### src/rtl/aes_pkg.sv
// rtl/aes_pkg.sv - shared AES block/stream types and FSM state encoding
package aes_pkg;

   localparam int WORD      = 32;
   localparam int NB        = 4;
   localparam int BLK       = WORD * NB;
   localparam int BLK_BYTES = BLK / 8;

   typedef logic [BLK-1:0]       block_t;
   typedef logic [BLK_BYTES-1:0] strb_t;

   typedef enum logic {
      FILL = 1'b0,
      HOLD = 1'b1
   } state_t;

endpackage

### src/rtl/aes_axis_packer.sv
// rtl/aes_axis_packer.sv - packs a narrow AXI4-Stream into zero-padded AES blocks
// Optional AES_PACKER_PIPE_EN: accumulator keeps filling while the output block is held.
module aes_axis_packer
   import aes_pkg::*;
#(
   parameter int WORD = 32,
   parameter int NB   = 4,
   parameter int IW   = 32
) (
   input  logic                   clk,
   input  logic                   rst,
   input  logic                   s_axi4s_tvalid,
   output logic                   s_axi4s_tready,
   input  logic [IW-1:0]          s_axi4s_tdata,
   input  logic [IW/8-1:0]        s_axi4s_tstrb,
   input  logic                   s_axi4s_tlast,
   output logic                   m_axi4s_tvalid,
   input  logic                   m_axi4s_tready,
   output logic [WORD*NB-1:0]     m_axi4s_tdata,
   output logic [WORD*NB/8-1:0]   m_axi4s_tstrb,
   output logic                   m_axi4s_tlast
);

   localparam int P_BLK   = WORD * NB;
   localparam int P_BLKB  = P_BLK / 8;
   localparam int P_SW    = IW / 8;
   localparam int P_BEATS = P_BLK / IW;
   localparam int P_CW    = (P_BEATS > 1) ? $clog2(P_BEATS) : 1;

   generate
      if ((IW % 8) != 0 || (P_BLK % IW) != 0) begin : g_bad_cfg
         $error("aes_axis_packer: IW must be a multiple of 8 and divide WORD*NB");
      end
   endgenerate

   logic               r_run;
   state_t             r_state;
   state_t             w_state_nxt;
   logic [P_CW-1:0]    r_cnt;
   logic [P_BLK-1:0]   r_acc_data;
   logic [P_BLKB-1:0]  r_acc_strb;
   logic [P_BLK-1:0]   w_acc_data;
   logic [P_BLKB-1:0]  w_acc_strb;
   logic               r_m_valid;
   logic [P_BLK-1:0]   r_m_data;
   logic [P_BLKB-1:0]  r_m_strb;
   logic               r_m_last;
   logic               w_s_ready;
   logic               w_s_fire;
   logic               w_last_slot;
   logic               w_done;
   logic               w_m_fire;
   logic               w_m_load;
   logic               w_m_clear;

   assign w_last_slot = (r_cnt == P_CW'(P_BEATS - 1));

`ifdef AES_PACKER_PIPE_EN
   // Only a block-completing beat must wait for the output register to free up.
   assign w_s_ready = r_run && !((w_last_slot || s_axi4s_tlast) && r_m_valid && !m_axi4s_tready);
`else
   assign w_s_ready = r_run && (r_state == FILL);
`endif

   assign w_s_fire = s_axi4s_tvalid && w_s_ready;
   assign w_done   = w_s_fire && (w_last_slot || s_axi4s_tlast);
   assign w_m_fire = r_m_valid && m_axi4s_tready;

   // Accumulator image with the current beat dropped into its slot (slot 0 = MSB).
   always_comb begin
      w_acc_data = r_acc_data;
      w_acc_strb = r_acc_strb;
      for (int k = 0; k < P_BEATS; k++) begin
         if (r_cnt == P_CW'(k)) begin
            w_acc_data[P_BLK-1-k*IW -: IW]    = s_axi4s_tdata;
            w_acc_strb[P_BLKB-1-k*P_SW -: P_SW] = s_axi4s_tstrb;
         end
      end
   end

   always_comb begin
      w_state_nxt = r_state;
      w_m_load    = 1'b0;
      w_m_clear   = 1'b0;
      case (r_state)
         FILL: begin
            if (w_done) begin
               w_m_load    = 1'b1;
               w_state_nxt = HOLD;
            end
         end
         HOLD: begin
`ifdef AES_PACKER_PIPE_EN
            if (w_done) begin
               w_m_load = 1'b1;
            end else if (w_m_fire) begin
               w_m_clear   = 1'b1;
               w_state_nxt = FILL;
            end
`else
            if (w_m_fire) begin
               w_m_clear   = 1'b1;
               w_state_nxt = FILL;
            end
`endif
         end
         default: w_state_nxt = FILL;
      endcase
   end

   always_ff @(posedge clk or negedge rst) begin
      if (!rst) begin
         r_run   <= 1'b0;
         r_state <= FILL;
      end else begin
         r_run   <= 1'b1;
         r_state <= w_state_nxt;
      end
   end

   always_ff @(posedge clk or negedge rst) begin
      if (!rst) begin
         r_cnt      <= '0;
         r_acc_data <= '0;
         r_acc_strb <= '0;
      end else if (w_done) begin
         r_cnt      <= '0;
         r_acc_data <= '0;
         r_acc_strb <= '0;
      end else if (w_s_fire) begin
         r_cnt      <= r_cnt + P_CW'(1);
         r_acc_data <= w_acc_data;
         r_acc_strb <= w_acc_strb;
      end
   end

   always_ff @(posedge clk or negedge rst) begin
      if (!rst) begin
         r_m_valid <= 1'b0;
         r_m_data  <= '0;
         r_m_strb  <= '0;
         r_m_last  <= 1'b0;
      end else if (w_m_load) begin
         r_m_valid <= 1'b1;
         r_m_data  <= w_acc_data;
         r_m_strb  <= w_acc_strb;
         r_m_last  <= s_axi4s_tlast;
      end else if (w_m_clear) begin
         r_m_valid <= 1'b0;
      end
   end

   assign s_axi4s_tready = w_s_ready;
   assign m_axi4s_tvalid = r_m_valid;
   assign m_axi4s_tdata  = r_m_data;
   assign m_axi4s_tstrb  = r_m_strb;
   assign m_axi4s_tlast  = r_m_last;

endmodule
### config.mk
export PLATFORM = sky130hd
export DESIGN_NAME = aes_axis_packer
export DESIGN_NICKNAME = d
export VERILOG_FILES = /design/src/rtl/aes_pkg.sv /design/src/rtl/aes_axis_packer.sv
export SDC_FILE = /design/constraint.sdc
export NUM_CORES = 1
export LEC_CHECK = 0
export CORE_ASPECT_RATIO = 1.5
export CORE_MARGIN = 2
export CORE_UTILIZATION = 30
export CTS_BUF_LIST = sky130_fd_sc_hd__clkbuf_8 sky130_fd_sc_hd__clkbuf_16
export CTS_CLUSTER_DIAMETER = 40
export DETAILED_ROUTE_END_ITERATION = 12
export MAX_ROUTING_LAYER = met4
export SLEW_MARGIN = 20
export SYNTH_ARGS = -nofsm -noshare
export SYNTH_HDL_FRONTEND = slang
export SYNTH_SLANG_ARGS = --single-unit
export TNS_END_PERCENT = 10
### constraint.sdc
create_clock -name clk -period 1.5 [get_ports clk]
set_input_delay 0.45 -clock clk [delete_from_list [all_inputs] [get_ports clk]]
set_output_delay 0.45 -clock clk [all_outputs]
set_load 0.005 [all_outputs]
After elaboration in Yosys (flattened, before gate mapping)
Index checks and enable logic that the tools add are counted.
{ "word_totals": {"ff_bits": 294, "in_bits": 41, "out_inout_bits": 147} }
{ "classes": {"n_addsub": 1, "n_eq_ne": 3, "muxes": 22, "n_bitwise": 1, "reduce_logical": 8} }
{ "ops": {"columns": ["operator", "count"], "rows": [
  ["128-bit two-way mux", 2],
  ["32-bit two-way mux", 4],
  ["16-bit two-way mux", 2],
  ["4-bit two-way mux", 4],
  ["1-bit two-way mux", 7],
  ["2-bit == test, second input constant", 2],
  ["1-bit logical AND", 4],
  ["2-bit two-way mux", 2],
  ["2-bit nonzero test", 2],
  ["2-bit by 1-bit adder with 2-bit output, second input constant", 1],
  ["2-bit by 1-bit == test with 1-bit output, second input constant", 1],
  ["2-bit logical NOT", 1],
  ["1-bit one-hot mux with 2 select lines", 1],
  ["1-bit logical OR", 1],
  ["1-bit inverter", 1]
]} }

Longest topological paths before layout
{ "depth": {"ltp_word": 7, "depth_mapped": 7, "depth_no_buf": 5} }

Worst setup path after synthesis
OpenSTA, ideal clock, no wires.
{ "synth_timing": {"path_kind": "reg-to-reg", "from": "register r_cnt[0]", "to": "register r_acc_data[102]", "setup_ps": 65, "t_arrival_ps": 1565, "t_required_ps": 1435, "slack_ps": -130, "stages_incl_launch_ff": 6, "cell_sequence": "dfrtp_1 ha_1 nand2b_1 nor4_4 buf_6 a22o_1"} }
{ "synth_between": {"elab_chain_cells": 4, "elab_cells_between_ends": 8, "cone_classes": "eq/ne (1); mux (3); reduce/logical (4)"} }
{ "synth_lines": {"columns": ["item", "line_no", "source"], "rows": [
  ["start: declaration", "aes_axis_packer.sv:39", "logic [P_CW-1:0] r_cnt;"],
  ["start signal: assignment", "aes_axis_packer.sv:131", "r_cnt <= r_cnt + P_CW'(1);"],
  ["2-bit logical NOT or 2-bit == test (tied branches)", "aes_axis_packer.sv:74, aes_axis_packer.sv:56", null],
  ["32-bit two-way mux or 1-bit logical OR (tied branches)", "aes_axis_packer.sv:74, aes_axis_packer.sv:66", null],
  ["128-bit two-way mux or 1-bit logical AND (tied branches)", "aes_axis_packer.sv:130, aes_axis_packer.sv:66", null],
  ["128-bit two-way mux or 2-bit nonzero test (tied branches)", null, null],
  ["end signal: assignment", "aes_axis_packer.sv:132", "r_acc_data <= w_acc_data;"],
  ["end: declaration", "aes_axis_packer.sv:40", "logic [P_BLK-1:0] r_acc_data;"]
]} }
Parallel ways exist; a longest one is shown, timed or not. The select of a mux whose other input is x is not followed.
A chain may end at the register's enable or synchronous reset.

Final worst setup path
{ "layout_timing": {"from": "register r_cnt[0]", "to": "register r_acc_data[69]"} }
{ "layout_between": {"elab_chain_cells": 4, "elab_cells_between_ends": 8, "cone_classes": "eq/ne (2); mux (3); reduce/logical (3)"} }
{ "layout_lines": {"columns": ["item", "line_no"], "rows": [
  ["2-bit by 1-bit == test with 1-bit output or 2-bit == test (tied branches)", "aes_axis_packer.sv:74, aes_axis_packer.sv:56"],
  ["32-bit two-way mux or 1-bit logical OR (tied branches)", "aes_axis_packer.sv:74, aes_axis_packer.sv:66"],
  ["128-bit two-way mux or 1-bit logical AND (tied branches)", "aes_axis_packer.sv:130, aes_axis_packer.sv:66"],
  ["128-bit two-way mux or 2-bit nonzero test (tied branches)", null]
]} }
Parallel ways exist; a longest one is shown, timed or not. The select of a mux whose other input is x is not followed.

==> run_results.csv <==
group,metric,value,unit
placed_design,dp_cell_count,1675,
worst_setup_path,end_kind,"flop",
synth,seq_area_frac_synth,60.13,%
global_route,grt_pass1_wl,56410,µm
detailed_routing,detail-route-antenna-nets,0,
power_and_ir_drop,clock_power_share,28.0,%
finish,layout.cells.non_filler,1755,
detailed_routing,average_wire_per_standard_cell,20.83,µm
clock_network,cts.sinks,294,
power_and_ir_drop,max-vdd-ir-drop,0.8211,mV
status,outcome,"finished, violations left",
power_and_ir_drop,switching_power,10.35,mW
sta,finalSetupViolations,305,
die,dieArea,0.04245,mm²
die,floorplan.die.width,168.9,µm
power_and_ir_drop,p_leak,7.427,nW
synth,syn-cell-area,0.01224,mm²
clock_network,insertion_delay,0.52,ns
finish,final_core_utilization,39.81,%
worst_setup_path,crit_path_start_kind,"flop",
sta,max_freq,580.6,MHz
power_and_ir_drop,power.sequential.fraction,39.6,%
die,rows,90,
clock_network,path_clk_slew,0.06,ns
finish,final_layout_size_suffix_gt1_share,25.38,%
finish,area_growth_syn_to_layout,30.81,%
synth,synth-seq-cells,294,
power_and_ir_drop,swShare,33.02,%
worst_setup_path,crit_required,1.95,ns
sta,finClkSkew,0.01191,ns
synth,synth_top_area_share,60.13,%
placed_design,port_buffers,187,
global_route,grt-ovfl-total,0,
power_and_ir_drop,power.density,1959,mW/mm²
global_route,global_route.usage.total,17.50,%
placed_design,post-dp-hpwl,23210,µm
sta,final.setup.tns,-34.21,ns
detailed_routing,dr.first_iter.drc_count,603,
clock_network,clock_tree.buffer_depth,3,
clock_network,numCtsBuffers,36,
sta,hold_fails_final_rpt,0,
sta,fin_crit_sh,114.8,%
worst_setup_path,rr_endpoint,"r_acc_data[69]$_DFFE_PN0P_",
status,failed_checks,"setup timing",
worst_setup_path,number_of_cells_on_the_worst_reg_to_reg_path,7,
die,fp.coreArea,0.04020,mm²
worst_setup_path,critPathArrivalTime,2.18,ns
finish,fin_nets,1268,
worst_setup_path,worstSetupPathType,"flop to flop",
die,overall_die_height,251.3,µm
detailed_routing,via_per_inst,5.134,
global_route,grt_antenna_before_repair,0,
power_and_ir_drop,p_int,21.00,mW
synth,synth_area_leaders,"dfrtp_1, mux2i_1, a22o_1",
flow_run,drv.max_cap_violation_count,0,
synth,synth_largest_area_cell,"dfrtp_1",
worst_setup_path,crit_path_end,"r_acc_data[69]$_DFFE_PN0P_",
worst_setup_path,reg2reg_slack,-0.22,ns
die,start_util,30.44,%
min_path,hp-class,"primary input to asynchronous set/reset pin",
power_and_ir_drop,p_total,31.35,mW
sta,min_period,1.722,ns
sta,fin_ws,-0.2224,ns
detailed_routing,finalWirelength,36560,µm
clock_network,htree_num_levels,2,
worst_setup_path,reg2reg_launch_point,"r_cnt[0]$_DFFE_PN0P_",
global_route,via_count_of_the_first_global_routing_pass,9369,
sta,grt_setup_unrepaired,"true",
detailed_routing,dr_total_vias,9010,
detailed_routing,detail_route.first_pass.iterations,5,
sta,report.final.slew_viol_count,0,
synth,yosys_warnings,0,
synth,syn_avg_cell_area,12.31,µm²
clock_network,tritoncts,"done",
synth,syn_nets,1039,
worst_setup_path,worstSetupStartpoint,"r_cnt[0]$_DFFE_PN0P_",
placed_design,place.gp.congestion,0.7708,
synth,synth.lib_cells_used.distinct,24,
synth,postSynthCellCount,994,
global_route,grt_start_max_net_pins,92,
worst_setup_path,path_max_fanout,9,
finish,antenna_cells,0,
clock_network,clockRootBuffer,"clkbuf_16",
detailed_routing,remaining_drc_errors,0,
die,top_level_ports,188,
power_and_ir_drop,p_comb_share,32.5,%
## cell families after synthesis
family	after synthesis	synth area share, %
AOI/OAI and AO/OA	402	20.06
adders and majority gates	4	0.4091
buffers and inverters	93	4.469
DFF	294	60.13
muxes	144	11.78
other	1	0.03065
and+or+nand+nor	56	3.119
## cells in the mapped netlist (all sizes together)
cell      n
and3b     1
nor2      1
clkbuf   29
buf      59
mux2i   144
a22o    109
nand2b    2
and2     36
nand2     8
ha        4
nand3b    1
nor4      3
o21ai   293
dfrtp   294
or2       1
conb      1
nand3     2
nor2b     1
inv       5
## metrics by stage
| step | hold WS (ns) | instance area [µm²] | worst slack [ns] |
|---|---|---|---|
| finish | 0.4038 | 16010 | -0.2224 |
| global placement | 0.3577 | 15220 | -0.5294 |
| detailed placement | 0.3600 | 15220 | -0.5598 |
| CTS | 0.3958 | 16250 | -0.2177 |
| global route | 0.4047 | 16010 | -0.2804 |
| floorplan | 0.1544 | 12250 | -0.1174 |
## routing by layer
metal / vias up / routed length, µm / part of all wire, % / track usage, %
met4: 0 / 775 / 2.1 / 5.172
li1: 4093 / - / - / -
met3: 45 / 1385 / 3.8 / 2.613
met1: 4661 / 15360 / 42 / 21.75
met2: 211 / 19030 / 52 / 29.54
met5: - / 0 / 0 / -
## critical path, cell delays in order (launching register included)
cell	delay [ns]
dfrtp_1	0.42
ha_4	0.19
nand2b_4	0.17
buf_6	0.13
nor4_4	0.26
buf_6	0.19
buf_8	0.15
a22o_1	0.15
## cells in the final DEF, fill, tap and decap left out, types with 2 or more instances in the layout
cell and instances:
bufinv_16 3, buf_6 12, nand2_1 7, inv_6 4, buf_4 47, buf_8 4
buf_12 33, buf_2 60, inv_1 9, o21ai_0 143, nor4_4 3, ha_4 4
clkinvlp_4 2, clkinv_4 4, clkbuf_16 38, dfrtp_1 294, a22o_1 109, o21ai_4 3
clkbuf_2 81, mux2i_1 144, o21ai_1 147, nand3_1 2, nand2b_4 2, clkinv_2 5
clkdlybuf4s50_1 39, and2_1 35, clkbuf_8 4
## power groups by stage
stage | registers (mW) | logic (mW) | clock network (mW)
after global routing | 12.7 | 11.2 | 9.33
after CTS | 12.4 | 10.7 | 8.98
final | 12.4 | 10.2 | 8.77
after global placement | 12.5 | 11.3 | 0
after detailed placement | 12.5 | 11.5 | 0
after floorplan | 12.0 | 5.34 | 0
## worst min path at each step
stage	cells after the start	endpoint	slack [ns]
after CTS	2	m_axi4s_tdata[112]$_DFFE_PN0P_	0.40
after global routing	2	r_acc_data[82]$_DFFE_PN0P_	0.40
after floorplan	0	m_axi4s_tdata[0]$_DFFE_PN0P_	0.15
after global placement	1	m_axi4s_tdata[112]$_DFFE_PN0P_	0.36
final	2	m_axi4s_tdata[112]$_DFFE_PN0P_	0.40
after detailed placement	1	m_axi4s_tdata[112]$_DFFE_PN0P_	0.36
## registers in the layout, indices dropped and copies added (netlist names)
signal and flops:
r_acc_strb 16, r_cnt 2, m_axi4s_tvalid 1, r_state 1, m_axi4s_tdata 128, m_axi4s_tstrb 16, r_acc_data 128, r_run 1
m_axi4s_tlast 1
## final cells by class
| cell class | instances | area, µm² |
|---|---|---|
| clock buffer | 41 | 980.9 |
| sequential | 294 | 7357 |
| inverter | 5 | 18.77 |
| tap | 506 | 633.1 |
| clock inverter | 23 | 226.5 |
| fill | 3840 | 24200 |
| timing repair buffer | 279 | 2367 |
| multi-input combinational | 607 | 4422 |
## timing repair
action | 4_1_cts | 5_1_grt
hold buffers | 1 | 0
resized for setup | 442 | 114
setup buffers | 9 | 3
endpoints found under the hold margin | 19 | 0
endpoints found under the setup margin | 439 | 439
pin swaps | 35 | 54
gates cloned | 0 | 3
Note: power is estimated with default switching activity, not from simulation.
